[config.mk]
export PLATFORM = sky130hd
export DESIGN_NAME = booth_r16_mul_datapath
export DESIGN_NICKNAME = d
export VERILOG_FILES = /design/src/rtl/booth_r16_mul_datapath.sv
export SDC_FILE = /design/constraint.sdc
export NUM_CORES = 1
export LEC_CHECK = 0
export BUFFER_PORTS_ARGS = -buffer_cell sky130_fd_sc_hd__buf_4
export CAP_MARGIN = 20
export CORE_MARGIN = 5
export CORE_UTILIZATION = 35
export CTS_CLUSTER_DIAMETER = 30
export DETAILED_ROUTE_END_ITERATION = 8
export GPL_TIMING_DRIVEN = 0
export SYNTH_ARGS = -nofsm -noshare
export SYNTH_HDL_FRONTEND = slang
export SYNTH_SLANG_ARGS = --single-unit
export TNS_END_PERCENT = 10
[constraint.sdc]
create_clock -name clk -period 8.55 [get_ports clk]
set_clock_uncertainty 0.1 [all_clocks]
set_input_delay 1.71 -clock clk [delete_from_list [all_inputs] [get_ports clk]]
set_output_delay 1.71 -clock clk [all_outputs]
set_load 0.03 [all_outputs]
[src/rtl/booth_r16_mul_datapath.sv]
// Iterative unsigned multiplier that retires one radix-16 Booth digit per clock.
// It produces the exact product and a round-to-nearest-even upper half, behind a start/done handshake.
module booth_r16_mul_datapath #(
    parameter int unsigned WIDTH = 16
) (
    input  logic                 clk,
    input  logic                 rst,
    input  logic                 start,
    input  logic [WIDTH-1:0]     multiplicand_i,
    input  logic [WIDTH-1:0]     multiplier_i,
    output logic [2*WIDTH-1:0]   product_o,
    output logic [WIDTH-1:0]     product_rounded_o,
    output logic                 done
);

    localparam int unsigned NDIG = (WIDTH + 4) / 4;
    localparam int unsigned BW   = 4 * NDIG + 1;
    localparam int unsigned LW   = 4 * NDIG;
    localparam int unsigned AW   = WIDTH + 5;
    localparam int unsigned HW   = 2 * WIDTH - LW;
    localparam int unsigned CW   = (NDIG > 1) ? $clog2(NDIG) : 1;

    typedef enum logic [2:0] {
        S_IDLE,
        S_LOAD,
        S_ITER,
        S_ROUND,
        S_DONE
    } state_e;

    state_e               state_q, state_d;
    logic [CW-1:0]        cnt_q, cnt_d;
    logic [WIDTH-1:0]     mcand_q, mcand_d;
    logic [BW-1:0]        mplier_q, mplier_d;
    logic [AW-1:0]        m3_q, m3_d;
    logic [AW-1:0]        m5_q, m5_d;
    logic [AW-1:0]        m7_q, m7_d;
    logic [AW-1:0]        acc_hi_q, acc_hi_d;
    logic [LW-1:0]        acc_lo_q, acc_lo_d;
    logic [2*WIDTH-1:0]   product_q, product_d;
    logic [WIDTH-1:0]     rounded_q, rounded_d;
    logic                 done_q, done_d;

    logic [AW-1:0]        mc_ext;
    logic [4:0]           dig;
    logic                 dig_neg;
    logic [4:0]           dig_mag;
    logic [AW-1:0]        pp_mag;
    logic [AW-1:0]        pp;
    logic [AW-1:0]        sum;
    logic [AW-1:0]        shift_hi;
    logic [LW-1:0]        shift_lo;
    logic [2*WIDTH-1:0]   prod_c;
    logic                 rnd_up;

    // Booth digit from the low five multiplier bits: signed {b4..b1} plus b0.
    always_comb begin
        mc_ext  = AW'(mcand_q);
        dig     = {mplier_q[4], mplier_q[4:1]} + {4'b0000, mplier_q[0]};
        dig_neg = dig[4];
        dig_mag = dig_neg ? (5'd0 - dig) : dig;
        pp_mag  = '0;
        case (dig_mag)
            5'd1:    pp_mag = mc_ext;
            5'd2:    pp_mag = mc_ext << 1;
            5'd3:    pp_mag = m3_q;
            5'd4:    pp_mag = mc_ext << 2;
            5'd5:    pp_mag = m5_q;
            5'd6:    pp_mag = m3_q << 1;
            5'd7:    pp_mag = m7_q;
            5'd8:    pp_mag = mc_ext << 3;
            default: pp_mag = '0;
        endcase
        pp       = dig_neg ? (AW'(0) - pp_mag) : pp_mag;
        sum      = acc_hi_q + pp;
        shift_hi = {{4{sum[AW-1]}}, sum[AW-1:4]};
        shift_lo = {sum[3:0], acc_lo_q[LW-1:4]};
        prod_c   = {shift_hi[HW-1:0], shift_lo};
        rnd_up   = prod_c[WIDTH-1] & ((|prod_c[WIDTH-2:0]) | prod_c[WIDTH]);
    end

    // Next-state and datapath control.
    always_comb begin
        state_d   = state_q;
        cnt_d     = cnt_q;
        mcand_d   = mcand_q;
        mplier_d  = mplier_q;
        m3_d      = m3_q;
        m5_d      = m5_q;
        m7_d      = m7_q;
        acc_hi_d  = acc_hi_q;
        acc_lo_d  = acc_lo_q;
        product_d = product_q;
        rounded_d = rounded_q;
        done_d    = done_q;

        if (start) begin
            state_d  = S_LOAD;
            mcand_d  = multiplicand_i;
            mplier_d = {BW'(multiplier_i), 1'b0};
            done_d   = 1'b0;
        end else begin
            case (state_q)
                S_LOAD: begin
                    m3_d     = (mc_ext << 1) + mc_ext;
                    m5_d     = (mc_ext << 2) + mc_ext;
                    m7_d     = (mc_ext << 3) - mc_ext;
                    acc_hi_d = '0;
                    acc_lo_d = '0;
                    cnt_d    = '0;
                    state_d  = S_ITER;
                end
                S_ITER: begin
                    acc_hi_d = shift_hi;
                    acc_lo_d = shift_lo;
                    mplier_d = mplier_q >> 4;
                    cnt_d    = cnt_q + CW'(1);
                    // Last digit: publish the final product and its rounding together.
                    if (cnt_q == CW'(NDIG - 1)) begin
                        product_d = prod_c;
                        rounded_d = prod_c[2*WIDTH-1:WIDTH] + WIDTH'(rnd_up);
                        done_d    = 1'b1;
                        state_d   = S_ROUND;
                    end
                end
                S_ROUND: state_d = S_DONE;
                default: state_d = state_q;
            endcase
        end
    end

    always_ff @(posedge clk) begin
        if (rst) begin
            state_q   <= S_IDLE;
            cnt_q     <= '0;
            mcand_q   <= '0;
            mplier_q  <= '0;
            m3_q      <= '0;
            m5_q      <= '0;
            m7_q      <= '0;
            acc_hi_q  <= '0;
            acc_lo_q  <= '0;
            product_q <= '0;
            rounded_q <= '0;
            done_q    <= 1'b0;
        end else begin
            state_q   <= state_d;
            cnt_q     <= cnt_d;
            mcand_q   <= mcand_d;
            mplier_q  <= mplier_d;
            m3_q      <= m3_d;
            m5_q      <= m5_d;
            m7_q      <= m7_d;
            acc_hi_q  <= acc_hi_d;
            acc_lo_q  <= acc_lo_d;
            product_q <= product_d;
            rounded_q <= rounded_d;
            done_q    <= done_d;
        end
    end

    assign product_o         = product_q;
    assign product_rounded_o = rounded_q;
    assign done              = done_q;

endmodule

==> impl_metrics.toml, run 1 <==
[global_route]
grt_pass1_wl_mm = 61.8
grt-ovfl-total = 0
antenna_found_initial = 0
grt_pass1_vias = 10907
grt_max_degree = 17
groute.usage.overall_pct = 21.3

[route]
remaining_drc_errors = 0
vias_per_cell = 5.55
wire_per_inst_um = 19.3
drt_iter0_markers = 934
routed_wl_mm = 39.9
dr.pass1.iters = 6
vias = 11461
ant_nets = 0

[worst_setup_path]
rrSetupSlack_ns = 0.59
cp-end-kind = "register"
path_depth = 28
crit_slowest_cell = "a211oi_2"
path_class = "reg -> reg"
critPathMostFrequentCell = "ha_1"
arrival_ns = 8.21
slowest_delay_ns = 0.83
startpoint = "mplier_q[1]"
worstSetupEndpoint = "product_rounded_o[15]"
critPathTopFamily = "compound AO/OA/AOI/OAI gates"
rr_endpoint = "product_rounded_o[15]"
critPathBufInv = 4
worstReg2RegStart = "mplier_q[1]"
worstPathMaxFanout = 10
cp_data_required_time_ns = 8.81
critPathLaunchType = "register"
worst_r2r_path_depth = 28

[logic_synthesis]
synth_edf_count = 0
yosysUniqueCellTypes = 87
yosys.area_share.simple_pct = 24.0
synthFlopType = "dfxtp_1"
ys_ff_latch = 175
synth_xor_area_share_pct = 5.81
synth_compound_area_share_pct = 22.4
ys_async_sr_fraction_pct = 0
synth_area_mm2 = 0.0116
synthAdderAreaFrac_pct = 8.95
syn-instance-count = 1509
synth_top_family_by_area = "simple AND/OR/NAND/NOR gates"
synthMuxAreaShare_pct = 3.52
ys_warn_count = 0
syn_nets = 1625
ys_seq_area_share_pct = 30.3
syn_area_per_cell_um2 = 7.67

[layout]
utilization_pct = 40.9
drive_above_1_share_pct = 10.5
fin_nets = 1727
areaGrowthSynthToFinish_pct = 15.3
final_cell_mix = "210 x nand2_1, 175 x dfxtp_1, 174 x a21oi_1, 128 x nor2_1, 88 x buf_4"
post_layout_nonfiller_instances = 2065
n_antenna_cell = 0
final_common_cell = "nand2_1"

[timing]
rsz0062_at_grt = "no"
tns_ns = 0
setup_viol = 0
finalCritPeriodShare_pct = 93.1
relSlewSlack_pct = 37.9
hold_violations = 0
maxSlewViolCount = 0
period_minus_slack_ns = 7.96
max_freq_mhz = 126
setup_ws_ns = 0.594
worst_pin_slew_ns = 0.932

[clock_tree]
clockBufferDepth = 2
clock_sinks = 175
cts_hold_buf = 0
numCtsBuffers = 17
root_buffer = "clkbuf_16"
cts.clk_slew.worst_paths_ns = 0.08
cts_tree = "done"
insertion_delay_ns = 0.45
ctsResizeCount = 0
h-tree-depth = 4
cts_post_setup_buffers_inserted = 0

[placement]
dp_cells = 2033
place_congestion = 0.945
preCtsSetupSlack_ns = 0.843
dp_hpwl_mm = 29.9
io_buffers = 82

[flow_run]
maxCapViolations = 0

[floorplan]
die_h_um = 192
core_area_mm2 = 0.0326
die_area_mm2 = 0.0368
rows = 66
initial_core_util_pct = 35.5
die_x_um = 192
ioPinCount = 84

[pwr]
powerDensity_mw_per_mm2 = 159
vdd_drop_max_v = 0.000152
leakage_nw = 5.16

[run_status]
outcome = "finished clean"

[worst_hold_path]
hp-class = "reg -> reg"
## registers in the layout, indices dropped and copies added, names as in the netlist
| name | flops |
|---|---|
| product_o | 32 |
| m7_q | 20 |
| m5_q | 18 |
| acc_hi_q | 17 |
| mplier_q | 17 |
| acc_lo_q | 16 |
| m3_q | 16 |
| mcand_q | 16 |
| product_rounded_o | 16 |
| cnt_q | 3 |
| state_q | 3 |
| done | 1 |
## synth_stat cells (all sizes together) (3+ instances only)
library cell  number  area share (%)
nor4              10            0.70
ha                78             8.4
o21ai             68             3.0
or3               22             1.2
a211oi            30             2.0
a221oi             7            0.53
a22oi              4            0.26
nand2            212             7.0
a31oi             21             1.2
and4               4            0.30
buf               36             1.7
o211ai             9            0.63
a21oi            176             7.7
o31ai              6            0.39
nor2b             10            0.54
fa                 3            0.52
a21o              15            0.97
nand4             11            0.59
xor2              21             1.6
o32ai              3            0.23
and2               8            0.43
dfxtp            175              30
nor2             132             4.4
and3              15            0.81
o211a              3            0.26
a311oi             5            0.38
clkbuf            60             1.9
o41ai              3            0.23
xnor2             55             4.2
o22ai              4            0.33
a32oi              7            0.53
o21bai             3            0.19
nor3b              9            0.58
inv               43             1.4
and3b              5            0.38
nand3b             7            0.45
a211o              7            0.53
a22o               5            0.38
o21a               8            0.52
nand2b             9            0.49
or2                3            0.16
mux2i             34             2.9
a21boi             8            0.58
nand3             80             3.5
nor3              46             2.1
## metrics by stage
stage | area (µm²) | total power (W) | hold WS (ns)
6_report | 13400 | 0.00212 | 0.354
3_5_place_dp | 12700 | 0.00131 | 0.346
3_3_place_gp | 12700 | 0.00131 | 0.337
2_1_floorplan | 11600 | 0.00118 | 0.327
5_1_grt | 13400 | 0.00221 | 0.368
4_1_cts | 13300 | 0.00213 | 0.356
## how the worst min path moves through the flow
stage	start	to	slack, ns	cells after the start
after global placement	m7_q[2]	m7_q[2]	0.34	2
after detailed placement	m7_q[2]	m7_q[2]	0.35	2
after global routing	m7_q[2]	m7_q[2]	0.37	2
after CTS	m7_q[2]	m7_q[2]	0.36	2
final	product_o[20]	product_o[20]	0.35	2
after floorplan	m5_q[12]	m5_q[12]	0.33	2
## power by group
group          total (W)  internal (W)  switching [W]
registers       0.000863      0.000835      0.0000282
clock network   0.000819      0.000444       0.000375
logic           0.000439      0.000164       0.000275
total            0.00212       0.00144       0.000678
## layout make-up
class	count	area, µm²
clock buffers	18	439
flip-flops and latches	175	3500
well taps	442	553
multi-input cells	1194	7490
fillers	3408	19300
inverters	44	165
clock inverters	13	153
plain buffers	96	423
repair buffers	83	631
## routing by layer
metal  up-vias  wire length [µm]  GRT usage [%]  part of all wire [%]
met2       360             18800           36.1                    47
li1       5600                 -              -                     -
met3        66              2380           3.29                   6.0
met1      5435             17500           27.8                    44
met5         -                 0              0                     0
met4         0              1230           7.18                   3.1
## kinds of logic (layout without fill, tap and decap cells)
group	Yosys count	count (layout)
AND/OR/NAND/NOR	588	588
AO/OA/AOI/OAI	411	411
flip-flops	175	175
buffers and inverters	140	254
adder cells (fa/ha/maj)	81	81
XOR/XNOR	76	76
multiplexers	38	38
## worst register-to-register path, delay by kind of cell (launching register included)
family	cells	cell delay [ns]
AOI/OAI and AO/OA	10	3.05
xor gates and xnor gates	3	0.73
adders and majority gates	4	1.20
buffers and inverters	4	1.02
DFF	1	0.33
and+or+nand+nor	7	1.43
Power figures use the tool's default switching activity.
==> run 2, diff against run 1 <==
--- a/config.mk
+++ b/config.mk
@@ -6,12 +6,13 @@
 export NUM_CORES = 1
 export LEC_CHECK = 0
 export BUFFER_PORTS_ARGS = -buffer_cell sky130_fd_sc_hd__buf_4
-export CAP_MARGIN = 20
+export CAP_MARGIN = 15
 export CORE_MARGIN = 5
 export CORE_UTILIZATION = 35
 export CTS_CLUSTER_DIAMETER = 30
 export DETAILED_ROUTE_END_ITERATION = 8
 export GPL_TIMING_DRIVEN = 0
+export PLACE_DENSITY = 0.56
 export SYNTH_ARGS = -nofsm -noshare
 export SYNTH_HDL_FRONTEND = slang
 export SYNTH_SLANG_ARGS = --single-unit
==> constraint.sdc (replaced) <==
create_clock -name clk -period 8.55 [get_ports clk]
set_clock_uncertainty 0.1 [all_clocks]
set_input_delay 1.71 -clock clk [delete_from_list [all_inputs] [get_ports clk]]
set_output_delay 1.71 -clock clk [all_outputs]
set_load 0.005 [all_outputs]
==> run 2 against run 1 <==
Die area unchanged. Worst setup slack better by 0.11 ns. Sequential cell count did not move. Cell area hardly changed. Register-to-register slack better by 0.11 ns. Worst hold slack is essentially flat.
==> impl_metrics.toml, run 2 (synthesis results as in run 1) <==
[layout]
n_antenna_cell = 0
multi_input_area_mm2 = 0.00749
fillers = 3390
largest_reg_flops = 32
post_layout_nonfiller_instances = 2065
fin_area_mm2 = 0.0134
fin_nets = 1726
drive_above_1_share_pct = 10.5
utilization_pct = 41.0
areaGrowthSynthToFinish_pct = 15.4
final_common_cell = "nand2_1"
final_cell_mix = "210 x nand2_1, 175 x dfxtp_1, 174 x a21oi_1, 128 x nor2_1, 88 x buf_4"
seq_area_mm2 = 0.00350

[pwr]
vdd_drop_max_v = 0.000145
leakage_nw = 5.17
powerDensity_mw_per_mm2 = 160

[floorplan]
core_area_mm2 = 0.0326
die_area_mm2 = 0.0368
initial_core_util_pct = 35.5
ioPinCount = 84
die_x_um = 192
rows = 66
die_h_um = 192

[route]
drt_iter0_markers = 897
dr.pass1.iters = 5
routed_wl_mm = 40.1
vias_per_cell = 5.51
remaining_drc_errors = 0
vias = 11372
wire_per_inst_um = 19.4
ant_nets = 0

[worst_setup_path]
critPathTopFamily = "compound AO/OA/AOI/OAI gates"
startpoint = "mplier_q[0]"
critPathMostFrequentCell = "ha_1"
critPathBufInv = 4
rrSetupSlack_ns = 0.70
worstSetupEndpoint = "product_rounded_o[15]"
worstReg2RegStart = "mplier_q[0]"
cp_data_required_time_ns = 8.82
path_depth = 28
worstPathMaxFanout = 10
critPathLaunchType = "register"
path_class = "reg -> reg"
cp-end-kind = "register"
arrival_ns = 8.12
slowest_delay_ns = 0.81
crit_slowest_cell = "a211oi_2"
worst_r2r_path_depth = 28
rr_endpoint = "product_rounded_o[15]"

[timing]
maxSlewViolCount = 0
tns_ns = 0
finalCritPeriodShare_pct = 91.8
relSlewSlack_pct = 25.7
worst_pin_slew_ns = 1.11
hold_violations = 0
setup_ws_ns = 0.700
setup_viol = 0
period_minus_slack_ns = 7.85
max_freq_mhz = 127
rsz0062_at_grt = "no"

[global_route]
grt_pass1_vias = 10974
grt_max_degree = 20
grt_pass1_wl_mm = 62.9
antenna_found_initial = 0
grt-ovfl-total = 0
groute.usage.overall_pct = 22.0

[placement]
place_area_mm2 = 0.0127
dp_hpwl_mm = 30.3
preCtsSetupSlack_ns = 0.895
dp_cells = 2033
place_congestion = 0.952
io_buffers = 82

[worst_hold_path]
hp-class = "reg -> reg"
worst_hold_path.num_cells = 2

[flow_run]
maxCapViolations = 0

[clock_tree]
root_buffer = "clkbuf_16"
cts.clk_slew.worst_paths_ns = 0.08
ctsResizeCount = 0
h-tree-depth = 4
clock_sinks = 175
cts_hold_buf = 0
clockBufferDepth = 2
numCtsBuffers = 17
cts_tree = "done"
cts_post_setup_buffers_inserted = 0
insertion_delay_ns = 0.47

[run_status]
outcome = "finished clean"
run 2: worst min-delay path by stage:
stage,startpoint,end,slack [ns]
after floorplan,m5_q[12],m5_q[12],0.33
after global routing,m7_q[5],m7_q[5],0.37
after detailed placement,m7_q[5],m7_q[5],0.35
after CTS,m7_q[5],m7_q[5],0.36
after global placement,m7_q[10],m7_q[10],0.34
final,m7_q[10],m7_q[10],0.35
run 2: per-stage QoR:
step / hold slack [ns] / total power (W)
floorplan: 0.327 / 0.00118
global placement: 0.339 / 0.00131
detailed placement: 0.345 / 0.00132
CTS: 0.356 / 0.00215
global route: 0.367 / 0.00224
finish: 0.354 / 0.00213
run 2: routing by layer:
metal  vias up  part of all wire [%]  global-route usage (%)
met5         -                     0                       0
met4         0                   3.1                    8.12
met3        75                   5.7                    4.33
met2       322                    47                    36.2
met1      5380                    44                    28.5
li1       5595                     -                       -
run 2: worst reg2reg max path, delay by kind of cell (launching register included):
family,cells,cell delay (ns)
DFF,1,0.34
xor gates and xnor gates,3,0.71
buffers and inverters,4,1.06
and+or+nand+nor,7,1.40
AOI/OAI and AO/OA,10,2.96
adders and majority gates,4,1.20
run 2: layout make-up:
cell class / instances / share of cell area [%]
Multi-Input combinational cell: 1194 / 56.0
Sequential cell: 175 / 26.2
Timing Repair Buffer: 82 / 4.61
Tap cell: 442 / 4.14
Clock buffer: 17 / 3.18
Buffer: 96 / 3.16
Clock inverter: 15 / 1.42
Inverter: 44 / 1.24
run 2: where the power goes:
part / total [W] / internal, W / leakage, nW / switching [W]
logic: 0.000439 / 0.000163 / 3.45 / 0.000276
clock network: 0.000831 / 0.000423 / 0.301 / 0.000408
registers: 0.000863 / 0.000835 / 1.42 / 0.0000288
total: 0.00213 / 0.00142 / 5.17 / 0.000712
